<file path="config.mk">
export PLATFORM = sky130hd
export DESIGN_NAME = verify_seq_flat
export DESIGN_NICKNAME = d
export VERILOG_FILES = /design/src/rtl/verify_seq_if.sv /design/src/rtl/verify_seq.sv /design/src/flat_wrapper.sv
export SDC_FILE = /design/constraint.sdc
export NUM_CORES = 1
export LEC_CHECK = 0
export ABC_AREA = 1
export CELL_PAD_IN_SITES_DETAIL_PLACEMENT = 0
export CELL_PAD_IN_SITES_GLOBAL_PLACEMENT = 1
export CORE_UTILIZATION = 43
export CTS_CLUSTER_DIAMETER = 50
export CTS_CLUSTER_SIZE = 24
export DETAILED_ROUTE_END_ITERATION = 16
export DONT_BUFFER_PORTS = 1
export PLACE_DENSITY_LB_ADDON = 0.1
export REMOVE_ABC_BUFFERS = 1
export SLEW_MARGIN = 5
export SYNTH_ARGS = -nofsm -noshare
export SYNTH_HDL_FRONTEND = slang
export SYNTH_SLANG_ARGS = --single-unit
</file>
<file path="constraint.sdc">
create_clock -name clk -period 1.5 [get_ports clk]
set_input_delay 0.225 -clock clk [delete_from_list [all_inputs] [get_ports clk]]
set_output_delay 0.225 -clock clk [all_outputs]
set_load 0.02 [all_outputs]
</file>
<file path="src/rtl/verify_seq_if.sv">
// Byte-stream port bundle for the frame validator: a qualified input byte plus the
// published verdict, its announcement strobe and the recogniser state for observation.
interface verify_seq_if;
    // ascii_char is meaningful only in a cycle with char_valid=1; there is no ready,
    // so every qualified cycle is consumed as one byte.
    // output_strobe is a one-cycle pulse; sequence_valid is stable whenever it is high.
    logic [7:0] ascii_char;
    logic       char_valid;
    logic       sequence_valid;
    logic       output_strobe;
    logic [2:0] state_dbg;

    modport master (
        output ascii_char,
        output char_valid,
        input  sequence_valid,
        input  output_strobe,
        input  state_dbg
    );

    modport slave (
        input  ascii_char,
        input  char_valid,
        output sequence_valid,
        output output_strobe,
        output state_dbg
    );
endinterface

</file>
<file path="src/rtl/verify_seq.sv">
// NUL-framed recogniser for <digits><op><letters>; the verdict of each closed frame is
// announced by a single strobe aligned to the TX bit-rate tick.
module verify_seq #(
    parameter int UART_TX_baud = 115200,
    parameter int freq         = 50000000
) (
    input  logic         clk,
    input  logic         rst,
    verify_seq_if.slave  bus
);
    localparam int DIV_RAW = freq / UART_TX_baud;
    localparam int DIV     = (DIV_RAW < 1) ? 1 : DIV_RAW;
    localparam int CW      = (DIV > 1) ? $clog2(DIV) : 1;

    typedef enum logic [2:0] {
        IDLE  = 3'd0,
        START = 3'd1,
        DIG   = 3'd2,
        OP    = 3'd3,
        LET   = 3'd4,
        ERR   = 3'd5
    } state_t;

    state_t          state, state_nxt;
    logic [CW-1:0]   tick_cnt;
    logic            tick;
    logic            pending;
    logic            eval;
    logic            is_nul, is_digit, is_op, is_let;

    assign is_nul   = (bus.ascii_char == 8'h00);
    assign is_digit = (bus.ascii_char >= 8'h30) && (bus.ascii_char <= 8'h39);
    assign is_op    = (bus.ascii_char == 8'h2B) || (bus.ascii_char == 8'h2D) ||
                      (bus.ascii_char == 8'h2A) || (bus.ascii_char == 8'h2F);
    assign is_let   = (bus.ascii_char >= 8'h41) && (bus.ascii_char <= 8'h5A);

    // A NUL closes a frame only once at least one byte has been framed.
    assign eval = bus.char_valid && is_nul &&
                  ((state == DIG) || (state == OP) || (state == LET) || (state == ERR));

    assign tick          = (tick_cnt == CW'(DIV - 1));
    assign bus.state_dbg = state;

    always_comb begin
        state_nxt = state;
        if (bus.char_valid) begin
            case (state)
                IDLE:    if (is_nul) state_nxt = START;
                START:   if (is_nul)        state_nxt = START;
                         else if (is_digit) state_nxt = DIG;
                         else               state_nxt = ERR;
                DIG:     if (is_nul)        state_nxt = START;
                         else if (is_digit) state_nxt = DIG;
                         else if (is_op)    state_nxt = OP;
                         else               state_nxt = ERR;
                OP:      if (is_nul)        state_nxt = START;
                         else if (is_let)   state_nxt = LET;
                         else               state_nxt = ERR;
                LET:     if (is_nul)        state_nxt = START;
                         else if (is_let)   state_nxt = LET;
                         else               state_nxt = ERR;
                ERR:     if (is_nul)        state_nxt = START;
                default: state_nxt = IDLE;
            endcase
        end
    end

    always_ff @(posedge clk or negedge rst) begin
        if (!rst) begin
            state <= IDLE;
        end else begin
            state <= state_nxt;
        end
    end

    always_ff @(posedge clk or negedge rst) begin
        if (!rst) begin
            tick_cnt <= '0;
        end else if (tick) begin
            tick_cnt <= '0;
        end else begin
            tick_cnt <= tick_cnt + 1'b1;
        end
    end

    // A fresh evaluation outranks a coinciding tick so only the newest verdict is announced.
    always_ff @(posedge clk or negedge rst) begin
        if (!rst) begin
            bus.sequence_valid <= 1'b0;
            bus.output_strobe  <= 1'b0;
            pending            <= 1'b0;
        end else begin
            bus.output_strobe <= tick && pending && !eval;
            if (eval) begin
                bus.sequence_valid <= (state == LET);
                pending            <= 1'b1;
            end else if (tick && pending) begin
                pending <= 1'b0;
            end
        end
    end
endmodule

</file>
<file path="src/flat_wrapper.sv">
// flat-port wrapper written by rule: the top's interface ports become plain ports
module verify_seq_flat 
#(
    parameter int UART_TX_baud = 115200,
    parameter int freq         = 50000000
)
  (clk, rst, bus_ascii_char, bus_char_valid, bus_sequence_valid, bus_output_strobe, bus_state_dbg);
  verify_seq_if bus_i ();
  input  logic clk;
  input  logic rst;
  input wire logic [$bits(bus_i.ascii_char)-1:0] bus_ascii_char;
  input wire logic [$bits(bus_i.char_valid)-1:0] bus_char_valid;
  output wire logic [$bits(bus_i.sequence_valid)-1:0] bus_sequence_valid;
  output wire logic [$bits(bus_i.output_strobe)-1:0] bus_output_strobe;
  output wire logic [$bits(bus_i.state_dbg)-1:0] bus_state_dbg;
  assign bus_i.ascii_char = bus_ascii_char;
  assign bus_i.char_valid = bus_char_valid;
  assign bus_sequence_valid = bus_i.sequence_valid;
  assign bus_output_strobe = bus_i.output_strobe;
  assign bus_state_dbg = bus_i.state_dbg;
  verify_seq #(.UART_TX_baud(UART_TX_baud), .freq(freq)) u_core (.clk(clk), .rst(rst), .bus(bus_i));
endmodule
</file>
Word level (Yosys, flattened, before mapping)
Index checks and enable logic that the tools add are counted.
{"block": "word_totals", "ff_bits": 15, "latch_bits": 0, "mem_bits_rw": 0, "rom_bits": 0, "input_bits": 11, "elab_cells": 52, "mem_count": 0}
{"block": "classes", "addsub": 1, "n_mul": 0, "div_mod_pow": 0, "n_lt_le_gt_ge": 4, "eq_ne": 11, "n_shift": 0, "mux": 12, "n_bitwise": 0, "n_reduce_logical": 19}
{"op": "== test 8 x 6 -> 1 bit (second input constant)", "count": 4}
{"op": "2-to-1 mux 3 bit", "count": 7}
{"op": "one-hot mux 3 bit (4 select lines)", "count": 1}
{"op": "adder 9 x 1 -> 9 bit (second input constant)", "count": 1}
{"op": "== test 9 bit (second input constant)", "count": 1}
{"op": "2-to-1 mux 9 bit", "count": 1}
{"op": "greater-or-equal comparator 8 x 6 -> 1 bit (second input constant)", "count": 1}
{"op": "greater-or-equal comparator 8 x 7 -> 1 bit (second input constant)", "count": 1}
{"op": "less-or-equal comparator 8 x 6 -> 1 bit (second input constant)", "count": 1}
{"op": "less-or-equal comparator 8 x 7 -> 1 bit (second input constant)", "count": 1}
{"op": "zero test 8 bit", "count": 1}
{"op": "== test 3 x 2 -> 1 bit (second input constant)", "count": 2}
{"op": "== test 3 bit (second input constant)", "count": 2}
{"op": "logical AND 1 bit", "count": 6}
{"op": "logical OR 1 bit", "count": 6}
{"op": "OR reduction 2 bit", "count": 2}
{"op": "== test 3 x 1 -> 1 bit (second input constant)", "count": 1}
{"op": "zero test 3 bit", "count": 1}
{"op": "2-to-1 mux 1 bit", "count": 3}
{"op": "inequality test 2 x 1 -> 1 bit (second input constant)", "count": 1}
{"op": "AND reduction 2 bit", "count": 1}
{"op": "nonzero test 2 bit", "count": 1}
{"op": "zero test 1 bit", "count": 1}

Depth between registers and ports, before layout
{"block": "depth", "word_depth": 8, "depth_mapped": 10, "ltp_nobuf": 10}

Worst setup path before layout
OpenSTA, ideal clock, no wires.
{"block": "synth_path", "kind": "register to register", "from": "register u_core.tick_cnt[1]", "to": "register u_core.bus.output_strobe", "setup_time_ns": 0.068, "arrival_ns": 1.194, "t_required_ns": 1.432, "slack_ns": 0.239, "path_stages_with_launch": 6, "path_buffers": 0, "path_cell_list": "dfrtp_1 inv_1 ha_1 nand4_2 nor4_4 and3_1"}
{"block": "synth_between", "elab_chain_len": 3}
{"item": "start, declared", "line_no": "verify_seq.sv:25", "rtl": "logic [CW-1:0] tick_cnt;"}
{"item": "start signal, assigned", "line_no": "verify_seq.sv:82", "rtl": "tick_cnt <= tick_cnt + 1'b1;"}
{"item": "== test 9 bit", "line_no": "verify_seq.sv:41", "rtl": "assign tick = (tick_cnt == CW'(DIV - 1));"}
{"item": "logical AND 1 bit (2 in series)", "line_no": "verify_seq.sv:93", "rtl": "bus.output_strobe <= tick && pending && !eval;"}
{"item": "end signal, assigned", "line_no": "verify_seq.sv:93"}
{"item": "end, declared", "line_no": "verify_seq_if.sv:25", "rtl": "output output_strobe,"}
No other way between the ends.
A chain may end at the register's enable or synchronous reset.

Worst setup path after layout
Same ends and word-level chain as after synthesis.

==> impl_metrics.yaml <==
clock_network:
  clk_latency_ns: 0.29
  clockRootBuffer: "clkbuf_4"
  cts.clk_slew.worst_paths_ns: 0.09
  htreeDepth: 1
  clockBufferDepth: 2
  cts_resized: 0
  cts_sinks: 15
  cts_made_buffers: 3
  holdBufCountCts: 1
  cts_tree: "done"
  post_cts_buffers: 0
cells_and_area:
  final_cell_mix: "nand2_1 (31), inv_1 (25), nor2_1 (15), dfrtp_1 (15)"
  fin_nets: 157
  syn_to_final_growth_pct: 11.57
  regArea_um2: 375.4
  n_fill_cell: 206
  drive_gt1_frac: 0.1608
  instances_no_fill: 170
  final_common_cell: "nand2_1"
  multi_input_area_um2: 485.5
  diodes: 0
floorplanning:
  die_h_um: 49.31
  num_rows: 16
  die_x_um: 49.31
  start_util: 0.4712
  core_mm2: 0.002042
  pin_count: 16
  dieArea_mm2: 0.002431
timing:
  rsz0062_at_grt: "false"
  hold_viol: 0
  min_period_ns: 1.324
  whs_ns: 0.1877
  max_freq_ghz: 0.7554
  setup_ws_ns: 0.1761
  slew_headroom: 0.5806
  fin_skew_ns: 0.005233
  final.setup.tns_ns: 0
  setup_viol: 0
  drv_slew: 0
  timing.final.crit_share: 0.8826
  worstMarginPinSlew_ns: 0.6271
grt:
  grt_max_degree: 16
  antenna_found_initial: 0
  grt_pass1_vias: 759
  gr-total-overflow: 0
  grt_usage: 0.1737
  grt_pass1_wl_um: 3187
placement:
  dp_hpwl_um: 1432
  routabilityCongestion: 0.7690
  post-place-cells: 165
  io_buffers: 0
  dpl_worst_slack_ns: 0.1798
routing:
  vias: 807
  drt_first_pass_iters: 4
  drc_errors: 0
  drt.antenna.violating_nets: 0
  vias_per_cell: 4.747
  routed_wl_um: 1742
  routedWlPerCell_um: 10.25
  drt-initial-drc-count: 12
yosys:
  ys_ff_latch: 15
  ys_seq_area_frac: 0.3901
  synth-simple-area-share: 0.3823
  synth_edf_count: 0
  avgSynthCellArea_um2: 7.234
  synth-main-ff-cell: "dfrtp_1"
  synth_top_family_by_area: "simple AND/OR/NAND/NOR gates"
  synthXorXnorAreaFrac: 0.009103
  synthAdderAreaFrac: 0.02601
  netlist_instances: 133
  syn-cell-area_um2: 962.2
  muxShareOfSynthArea: 0
  synth_compound_area_frac: 0.08713
  ys_async_sr_fraction: 1.000
  yosys_warnings: 0
  ys_types: 24
pwr:
  peakVddDrop_mv: 0.8320
  p_per_area_mw_per_mm2: 1006
  leakage_uw: 0.0005309
worst_setup_path:
  cp_top_family: "simple AND/OR/NAND/NOR gates"
  cp_max_fo: 6
  crit_buf_inv: 2
  worst_ep_arrival_time_ns: 1.56
  slowest_stage: "dfrtp_1"
  max_stage_delay_ns: 0.41
  cp-end-kind: "flop"
  cp.required_ns: 1.74
  path_class: "reg2reg"
  path_cells: "inv_1, ha_1, nand4_2, nor4_4, buf_4, and3_1"
  critPathLaunchType: "flop"
flow_run:
  cap_violations: 0
status:
  status: "finished clean"
hold_path:
  hold_path_class: "in2reg"
==> through the flow <==
step                  util  total power (µW)  area, µm²
floorplan                -             747.3      962.2
global placement    0.5061             842.3       1033
CTS                 0.5257              1099       1074
finish              0.5257              1080       1074
global route        0.5257              1179       1074
detailed placement  0.5061             843.7       1033
==> worst register-to-register path, delay by kind of cell (launching register included) <==
family	cells	cell delay, ns
adders and majority gates	1	0.16
DFF	1	0.41
buffers and inverters	2	0.25
and+or+nand+nor	3	0.45
==> metal layers <==
layer,vias up,GRT usage,wire [µm]
met2,14,0.2443,716
met1,355,0.2377,897
li1,435,-,-
met5,-,0,0
met4,0,0.05882,19
met3,3,0.07165,109
==> layout make-up <==
class                   count  area share
multi-input cells          91      0.4522
flip-flops and latches     15      0.3497
inverters                  27     0.09441
repair buffers              6     0.04429
well taps                  27     0.03147
clock buffers               3     0.02098
clock inverters             1    0.006993
==> logic make-up (layout without fill, tap and decap cells) <==
family | Yosys count | in the layout
simple gates | 73 | 73
buf+inv | 27 | 37
compound gates | 15 | 15
flops | 15 | 15
fa+ha+maj | 2 | 2
xor+xnor | 1 | 1
==> cell usage after synthesis (2+ instances only) <==
| library cell | count | area share |
|---|---|---|
| nand2_1 | 31 | 0.12 |
| inv_1 | 25 | 0.098 |
| dfrtp_1 | 15 | 0.39 |
| nor2_1 | 15 | 0.059 |
| nand3_1 | 7 | 0.036 |
| nor3_1 | 7 | 0.036 |
| a21oi_1 | 6 | 0.031 |
| o21ai_0 | 4 | 0.021 |
| ha_1 | 2 | 0.026 |
| inv_2 | 2 | 0.0078 |
| nand2_2 | 2 | 0.013 |
| nand3_2 | 2 | 0.021 |
| nor2_2 | 2 | 0.013 |
| nor2_4 | 2 | 0.023 |
| o21ai_1 | 2 | 0.010 |
==> final timing paths <==
kind	from	end	slack, ns	cells after the start
worst min register to register	u_core.tick_cnt[0]	u_core.tick_cnt[0]	0.52	1
max in group asynchronous	rst	u_core.tick_cnt[7]	0.71	1
worst min-delay path	bus_char_valid	u_core.bus.state_dbg[2]	0.19	4
worst max register to register	u_core.tick_cnt[1]	u_core.bus.output_strobe	0.18	6
worst max-delay path	u_core.tick_cnt[1]	u_core.bus.output_strobe	0.18	6
min in group asynchronous	rst	u_core.bus.state_dbg[2]	0.38	1
==> state kept, by name, indices dropped and copies added, names as in the netlist <==
signal / cells
u_core.tick_cnt: 9
u_core.bus.sequence_valid: 1
u_core.bus.state_dbg: 3
u_core.pending: 1
u_core.bus.output_strobe: 1
==> report_power, final <==
group          leakage [µW]  internal, µW  switching [µW]  total, µW
registers          0.000186           433            49.1        483
clock network     0.0000139           102             138        240
logic              0.000331           137             221        358
total              0.000531           672             408       1080
No activity file was read; power rests on OpenSTA's default activity.
